--- config.mk ---
export PLATFORM = sky130hd
export DESIGN_NAME = vreg_read_arbiter
export DESIGN_NICKNAME = d
export VERILOG_FILES = /design/src/rtl/vreg_read_arbiter_pkg.sv /design/src/rtl/vreg_read_arbiter_rr_arb2.sv /design/src/rtl/vreg_read_arbiter.sv
export SDC_FILE = /design/constraint.sdc
export NUM_CORES = 1
export LEC_CHECK = 0
export ABC_AREA = 1
export BUFFER_PORTS_ARGS = -buffer_cell sky130_fd_sc_hd__buf_2
export CORE_AREA = 5 5 211 213
export CTS_CLUSTER_DIAMETER = 80
export DETAILED_ROUTE_END_ITERATION = 6
export DIE_AREA = 0 0 216 218
export GPL_TIMING_DRIVEN = 0
export PLACE_DENSITY = 0.53
export REMOVE_ABC_BUFFERS = 1
export SLEW_MARGIN = 20
export SYNTH_ARGS = -nofsm -noshare
export SYNTH_HDL_FRONTEND = slang
export SYNTH_SLANG_ARGS = --single-unit
--- constraint.sdc ---
create_clock -name clk -period 3.2 [get_ports clk]
set_input_delay 0.64 -clock clk [delete_from_list [all_inputs] [get_ports clk]]
set_output_delay 0.64 -clock clk [all_outputs]
set_load 0.01 [all_outputs]
--- src/rtl/vreg_read_arbiter_pkg.sv ---
// Shared types and constants for the vector register read arbiter.
// Holds the FSM states, group-size encodings and the request legality check.
package vreg_read_arbiter_pkg;

  localparam int NUM_VREGS = 32;
  localparam int SEL_W     = $clog2(NUM_VREGS);

  localparam logic [2:0] VLMUL_1 = 3'd0;
  localparam logic [2:0] VLMUL_2 = 3'd1;
  localparam logic [2:0] VLMUL_4 = 3'd2;
  localparam logic [2:0] VLMUL_8 = 3'd3;

  typedef enum logic [1:0] {
    IDLE = 2'd0,
    READ = 2'd1,
    RESP = 2'd2
  } state_e;

  // A group must start on a multiple of its size; encodings above 8 regs are illegal.
  function automatic logic is_illegal(input logic [SEL_W-1:0] sel, input logic [2:0] vlmul);
    logic bad;
    case (vlmul)
      VLMUL_1: bad = 1'b0;
      VLMUL_2: bad = sel[0];
      VLMUL_4: bad = |sel[1:0];
      VLMUL_8: bad = |sel[2:0];
      default: bad = 1'b1;
    endcase
    return bad;
  endfunction

endpackage

--- src/rtl/vreg_read_arbiter_rr_arb2.sv ---
// Two-way round-robin grant: i_ptr names the requester that wins a conflict.
module rr_arb2 (
  input  logic [1:0] i_valid,
  input  logic       i_ptr,
  output logic [1:0] o_grant
);

  // One-hot grant; a lone requester always wins regardless of the pointer.
  always_comb begin
    o_grant = 2'b00;
    case (i_valid)
      2'b01:   o_grant = 2'b01;
      2'b10:   o_grant = 2'b10;
      2'b11:   o_grant = i_ptr ? 2'b10 : 2'b01;
      default: o_grant = 2'b00;
    endcase
  end

endmodule

--- src/rtl/vreg_read_arbiter.sv ---
// Arbitrates two requesters onto one grouped vector-register read port.
// One request in flight at a time: grant, drive the mux for a cycle, then hold the response.
module vreg_read_arbiter
  import vreg_read_arbiter_pkg::*;
#(
  parameter int   DATA_W  = 256,
  parameter logic RR_INIT = 1'b0
) (
  input  logic              clk,
  input  logic              rst_n,
  input  logic              req0_valid,
  output logic              req0_ready,
  input  logic [SEL_W-1:0]  req0_sel,
  input  logic [2:0]        req0_vlmul,
  input  logic              req1_valid,
  output logic              req1_ready,
  input  logic [SEL_W-1:0]  req1_sel,
  input  logic [2:0]        req1_vlmul,
  output logic [SEL_W-1:0]  mux_sel,
  output logic [2:0]        mux_vlmul,
  input  logic [DATA_W-1:0] mux_data,
  output logic              rsp_valid,
  input  logic              rsp_ready,
  output logic              rsp_id,
  output logic [DATA_W-1:0] rsp_data,
  output logic              rsp_err
);

  state_e            r_state;
  state_e            w_next_state;
  logic              r_ptr;
  logic [SEL_W-1:0]  r_sel;
  logic [2:0]        r_vlmul;
  logic              r_id;
  logic [DATA_W-1:0] r_data;
  logic              r_err;
  logic [1:0]        w_grant;
  logic              w_take;
  logic              w_illegal;

  rr_arb2 u_arb (
    .i_valid ({req1_valid, req0_valid}),
    .i_ptr   (r_ptr),
    .o_grant (w_grant)
  );

  assign w_take    = (r_state == IDLE) && (|w_grant);
  assign w_illegal = is_illegal(r_sel, r_vlmul);

  // State register
  always_ff @(posedge clk) begin
    if (!rst_n) begin
      r_state <= IDLE;
    end else begin
      r_state <= w_next_state;
    end
  end

  // Next-state logic
  always_comb begin
    w_next_state = r_state;
    case (r_state)
      IDLE: begin
        if (|w_grant) w_next_state = READ;
        else          w_next_state = IDLE;
      end
      READ: w_next_state = RESP;
      RESP: begin
        if (rsp_ready) w_next_state = IDLE;
        else           w_next_state = RESP;
      end
      default: w_next_state = IDLE;
    endcase
  end

  // Output decode; readies stay low while reset is asserted
  always_comb begin
    req0_ready = 1'b0;
    req1_ready = 1'b0;
    rsp_valid  = (r_state == RESP);
    if (rst_n && (r_state == IDLE)) begin
      req0_ready = w_grant[0];
      req1_ready = w_grant[1];
    end else begin
      req0_ready = 1'b0;
      req1_ready = 1'b0;
    end
  end

  // Request latch doubles as the mux drive, so it naturally holds outside READ
  always_ff @(posedge clk) begin
    if (!rst_n) begin
      r_ptr   <= RR_INIT;
      r_sel   <= '0;
      r_vlmul <= 3'd0;
      r_id    <= 1'b0;
      r_data  <= '0;
      r_err   <= 1'b0;
    end else begin
      if (w_take) begin
        r_sel   <= w_grant[1] ? req1_sel : req0_sel;
        r_vlmul <= w_grant[1] ? req1_vlmul : req0_vlmul;
        r_id    <= w_grant[1];
        r_ptr   <= ~w_grant[1];
      end
      if (r_state == READ) begin
        r_data <= w_illegal ? '0 : mux_data;
        r_err  <= w_illegal;
      end
    end
  end

  assign mux_sel   = r_sel;
  assign mux_vlmul = r_vlmul;
  assign rsp_id    = r_id;
  assign rsp_data  = r_data;
  assign rsp_err   = r_err;

endmodule

* Yosys cells after proc, flatten, opt, wreduce, memory -nomap -nowiden
Index checks and enable logic that the tools add are counted.
** Word-level totals
- Flip-flop bits (word level) :: 269
- Input bits :: 277
- Output and inout port bits :: 269
- Logic and storage cells :: 34
** Operators by class
- Eq/ne operators :: 8
- Multiplexer cells :: 11
- Bitwise gates (word level) :: 1
- Reduce and logical (&&, ||, !) cells :: 7
** Operators by type and width (number)
- two-way mux 256 bit :: 1
- one-hot mux 2 bit (3 select lines) :: 2
- == test 2 bit (second input constant) :: 3
- == test 3 x 2 -> 1 bit (second input constant) :: 2
- two-way mux 5 bit :: 1
- == test 2 x 1 -> 1 bit (second input constant) :: 2
- two-way mux 2 bit :: 2
- one-hot mux 1 bit (4 select lines) :: 1
- OR reduction 2 bit :: 2
- == test 3 x 1 -> 1 bit (second input constant) :: 1
- zero test 3 bit :: 1
- two-way mux 1 bit :: 3
- two-way mux 3 bit :: 1
- OR reduction 3 bit :: 1
- logical AND 1 bit :: 2
- zero test 2 bit :: 1
- inverter 1 bit :: 1

* Depth between registers and ports, before layout
- Depth in word-level cells :: 5
- Depth in mapped cells :: 9
- Depth with buffers taken out :: 7

* Modules after synthesis
From an unflattened synthesis, not the netlist that was laid out.
** Second synthesis, totals
- Cells, all modules :: 925
- Area total of the unflattened synthesis :: 9840.7 um^2
** By module, submodules not included
- vreg_read_arbiter :: instances 1, cells each 920, area an instance 9820.7 um^2, seq. area each 5385.2 um^2
- rr_arb2 :: instances 1, cells each 5, area an instance 20.0 um^2, seq. area each 0.0 um^2

* Least setup slack after synthesis
Ideal clock, no wire load.
- Path kind :: input-to-output
- Start :: input port req0_valid
- End :: output port req1_ready
- Arrival :: 1.364 ns
- Data required time :: 2.560 ns
- Slack :: 1.196 ns
- Stages :: 5
- Path buffers :: 0
- Path through :: nand2_1 > nand2_1 > nor2_1 > nand2_1 > inv_1
** On the way
- Word-level cells in the longest chain between the ends :: 3
- Elaborated cells between the ends (all ways) :: 5
- Those cells by class :: eq/ne (3); mux (2)
** RTL lines
- from (decl) :: line vreg_read_arbiter.sv:11 : input logic req0_valid,
- == test 2 bit / == test 2 x 1 -> 1 bit (equally long branches) :: line vreg_read_arbiter_rr_arb2.sv:11 : case (i_valid)
- one-hot mux 2 bit (3 select lines) (*) :: line vreg_read_arbiter_rr_arb2.sv:11
- two-way mux 1 bit (*) :: line vreg_read_arbiter.sv:81 : if (rst_n && (r_state == IDLE)) begin
- to (decl) :: line vreg_read_arbiter.sv:16 : output logic req1_ready,
Every way passes the cells marked *; elsewhere a longest branch is shown, timed or not.

* Final worst setup path
- Start :: register r_ptr
- End :: output port req1_ready
** On the way
- Word-level cells in the longest chain between the ends :: 3
** RTL lines
- from (decl) :: line vreg_read_arbiter.sv:31 : logic r_ptr;
- from (signal assigned) :: line vreg_read_arbiter.sv:104 : r_ptr <= ~w_grant[1];
- two-way mux 2 bit :: line vreg_read_arbiter_rr_arb2.sv:14 : 2'b11: o_grant = i_ptr ? 2'b10 : 2'b01;
- one-hot mux 2 bit (3 select lines) :: line vreg_read_arbiter_rr_arb2.sv:11
- two-way mux 1 bit :: line vreg_read_arbiter.sv:81
Every way passes these cells.

==> impl_summary.txt <==
----------------------------------------------------
[Cells and area]
  Area growth syn-to-layout ... 36.22%
  Final Instance Count excl. Fillers ... 2,546
  Fin nets ... 2,243
  Fraction of final layout cells with drive strength greater than 1 ... 0.3330

[Route]
  First-pass iteration count of the detailed router ... 6
  Via count ... 11.67k
  Wire length per cell after detailed routing ... roughly 16 µm
  Count of routing violations after the opening detailed-route iteration ... 723
  Post-detailed-route DRC marker count ... 0
  Final antenna-violating net count ... 0
  Vias per inst ... between 4 and 5
  Final WL ... slightly above 40,000 µm

[Synth]
  Number of warnings printed during yosys synthesis ... 0
  Share of the synthesized area in the top cell type ... 0.4671
  Synth top area cells ... sky130_fd_sc_hd__dfxtp_1 47%, sky130_fd_sc_hd__a21oi_1 21%, sky130_fd_sc_hd__o21ai_1 9.3%, sky130_fd_sc_hd__inv_1 8.7%, sky130_fd_sc_hd__buf_2 3.3%
  Post-synthesis area per instance ... about 7.6 µm²
  Yosys cell types ... 18
  Dominant cell by count in the synthesized netlist ... sky130_fd_sc_hd__a21oi_1
  Number of storage elements in the synthesis netlist ... 269
  Share of flip-flops with an asynchronous set or reset ... 0
  Netlist Area Pre-Place ... about 0.012 mm²
  Sequential area share after synthesis ... 0.4671
  Commonest cells post-synth ... 473 x sky130_fd_sc_hd__a21oi_1, 269 x sky130_fd_sc_hd__dfxtp_1, 267 x sky130_fd_sc_hd__inv_1
  Number of synthesized flops with an enable pin ... 0
  Yosys top cell by area ... sky130_fd_sc_hd__dfxtp_1
  Primary FF master, synth ... sky130_fd_sc_hd__dfxtp_1
  Number of cells produced by synthesis ... 1,512

[Placed design]
  Setup Slack @ Placement ... 0.7265 ns
  Number of placed instances with taps included ... about 2.5k
  Routability Congestion ... about 0.81
  Input/output buffers ... 545
  Estimated wirelength of the detail-placed design ... 28,010 µm

[STA]
  Highest clock rate ... 374.4 MHz
  Worst slew slack as a fraction of its limit ... 0.5395
  Fin crit share ... 0.8346
  Post-layout minimum cycle time ... about 2.7 ns
  Final setup violation count ... 0
  Final Hold Viols ... 0
  Unrepaired setup endpoints after global routing ... false
  Slew at the pin closest to its max-slew limit ... just under 0.7 ns
  Minimum setup slack in the final design ... around 0.53 ns
  Pins Over Slew Limit ... 0
  Worst Skew ... 0.01745 ns

[Clocking]
  Number of instances resized during post-cts repair ... 0
  Worst-Skew Late Latency ... ~0.52 ns
  Clock Pin Slew Worst Setup and Hold Paths ... 0.05 ns
  CTS tree ... done
  Total CTS buffers ... 34
  Hold-fix buffers at CTS ... 0
  Total setup buffers inserted after CTS ... 0
  CTS H-tree lvls ... 2
  Number of buffers on the longest clock path ... 3
  Clk root buf ... sky130_fd_sc_hd__clkbuf_16
  Total clock sinks ... 269

[Global route]
  Global-route wire length before repair ... 61,680 µm
  Antenna violations before repair ... 10
  Largest net degree at the start of global routing ... ~130
  Total global routing overflow ... 0
  Number of global-route vias before repair ... 10.99k
  All-Layer GR Usage ... 0.1597

[Floorplanning]
  Die ar. ... 0.04709 mm²
  I/O pin total ... 546
  Standard cell core area ... between 0.04 and 0.05 mm²
  Vertical die dimension ... roughly 220 µm
  Die Span X ... 216 µm
  Number of standard-cell rows in the floorplan ... 76
  Starting density of the core ... 0.2713

[Flow run]
  Max-cap violations ... 0

[Worst setup path]
  Slowest CP cell ... sky130_fd_sc_hd__nor2_1
  Data arrival time of the critical path ... 2.03 ns
  Worst Path Max Fanout ... 10
  Critical path's largest stage delay ... 0.47 ns
  Critical path, cell by cell ... inv_1 > nand2_1 > nand2_1 > nor2_1 > nand2_1 > inv_1 > buf_2
  Crit path kind ... flip-flop to output port
  Setup crit start kind ... flip-flop
  CP dominant cell by count ... sky130_fd_sc_hd__nand2_1
  Crit path capture type ... output port
  Slack of the worst reg-to-reg path ... 0.86 ns
  Worst EP required ... 2.56 ns

[Pwr]
  Total power ... 0.009910 W
  Lkg Pwr ... around 7.2 nW
  Power density of the placed cells ... 630.9 mW/mm²
  Largest voltage drop on the vdd net ... 321.0 µV

[Hold path]
  HP Class ... input port to flip-flop

[Run status]
  Status ... finished clean

----------------------------------------------------
[cells in the final DEF (no fill, tap or decap)]
cell type / count
sky130_fd_sc_hd__a21oi_1: 473
sky130_fd_sc_hd__a21oi_2: 40
sky130_fd_sc_hd__buf_12: 4
sky130_fd_sc_hd__buf_16: 12
sky130_fd_sc_hd__buf_2: 545
sky130_fd_sc_hd__bufinv_16: 2
sky130_fd_sc_hd__clkbuf_1: 6
sky130_fd_sc_hd__clkbuf_16: 37
sky130_fd_sc_hd__clkbuf_8: 6
sky130_fd_sc_hd__clkinv_2: 8
sky130_fd_sc_hd__clkinvlp_4: 1
sky130_fd_sc_hd__dfxtp_1: 269
sky130_fd_sc_hd__diode_2: 9
sky130_fd_sc_hd__inv_1: 267
sky130_fd_sc_hd__inv_2: 1
sky130_fd_sc_hd__inv_8: 3
sky130_fd_sc_hd__nand2_1: 21
sky130_fd_sc_hd__nand2_4: 1
sky130_fd_sc_hd__nand3_1: 17
sky130_fd_sc_hd__nand3_4: 1
sky130_fd_sc_hd__nand4_1: 7
sky130_fd_sc_hd__nor2_1: 7
sky130_fd_sc_hd__nor2_2: 2
sky130_fd_sc_hd__o21ai_0: 47
sky130_fd_sc_hd__o21ai_1: 214
[kinds of logic (layout without fill, tap and decap cells)]
kind of cell | count (synthesis) | count (layout) | synth area share
AND/OR/NAND/NOR | 56 | 56 | 0.02214
AO/OA/AOI/OAI | 774 | 774 | 0.3490
other | 0 | 9 | 0
buffers and inverters | 413 | 892 | 0.1618
flip-flops | 269 | 269 | 0.4671
[per-layer routing]
layer  track usage  part of all wire
met4       0.06296             0.033
met2        0.2670              0.47
met5             0           0.00094
met1        0.1885              0.41
met3       0.05595             0.088
[metrics by stage]
| stage | TNS, ns | area [µm²] | hold WS [ns] | util |
|---|---|---|---|---|
| finish | 0 | 15710 | 0.3624 | 0.3695 |
| global route | 0 | 15700 | 0.3458 | 0.3693 |
| CTS | 0 | 15680 | 0.3152 | 0.3690 |
| detailed placement | 0 | 14530 | 0.4442 | 0.3419 |
| global placement | -6758.52 | 14090 | 0.4360 | 0.3314 |
| floorplan | -3570.21 | 10680 | 0.4358 | - |
[report_power, final]
group          internal (W)  switching (W)  total, W  leakage (nW)
Combinational      0.000805        0.00133   0.00213          4.45
Sequential          0.00372       0.000174   0.00389          2.21
Clock               0.00241        0.00148   0.00389         0.572
Total               0.00693        0.00298   0.00991          7.24
[final timing paths]
path,start,to,cells after the start
worst max-delay path,r_ptr$_SDFFE_PN0P_,req1_ready,7
worst min-delay path,req1_sel[2],mux_sel[2]$_SDFFE_PN0P_,3
worst max register to register,r_state[1]$_SDFF_PN0_,rsp_data[23]$_SDFFE_PN0N_,8
worst min register to register,rsp_id$_SDFFE_PN0P_,rsp_id$_SDFFE_PN0P_,2
[registers in the layout, summed over array words and instances (netlist names)]
register	flops
rsp_data	256
mux_sel	5
mux_vlmul	3
r_state	2
r_ptr	1
rsp_err	1
rsp_id	1
[worst max-delay path, delay by kind of cell, from the launching register on]
kind,cells,cell delay [ns]
simple gates,4,0.97
flops,1,0.30
buf+inv,3,0.24
[area by class of cell]
type                    instances  area, µm²
flip-flops and latches        269       5385
clock inverters                12      118.9
repair buffers                561       3138
diodes                          9      22.52
fillers                      4545      26800
inverters                     270       1028
multi-input cells             830       4299
well taps                     546      683.2
clock buffers                  49       1031
(Power assumes the default switching activity.)
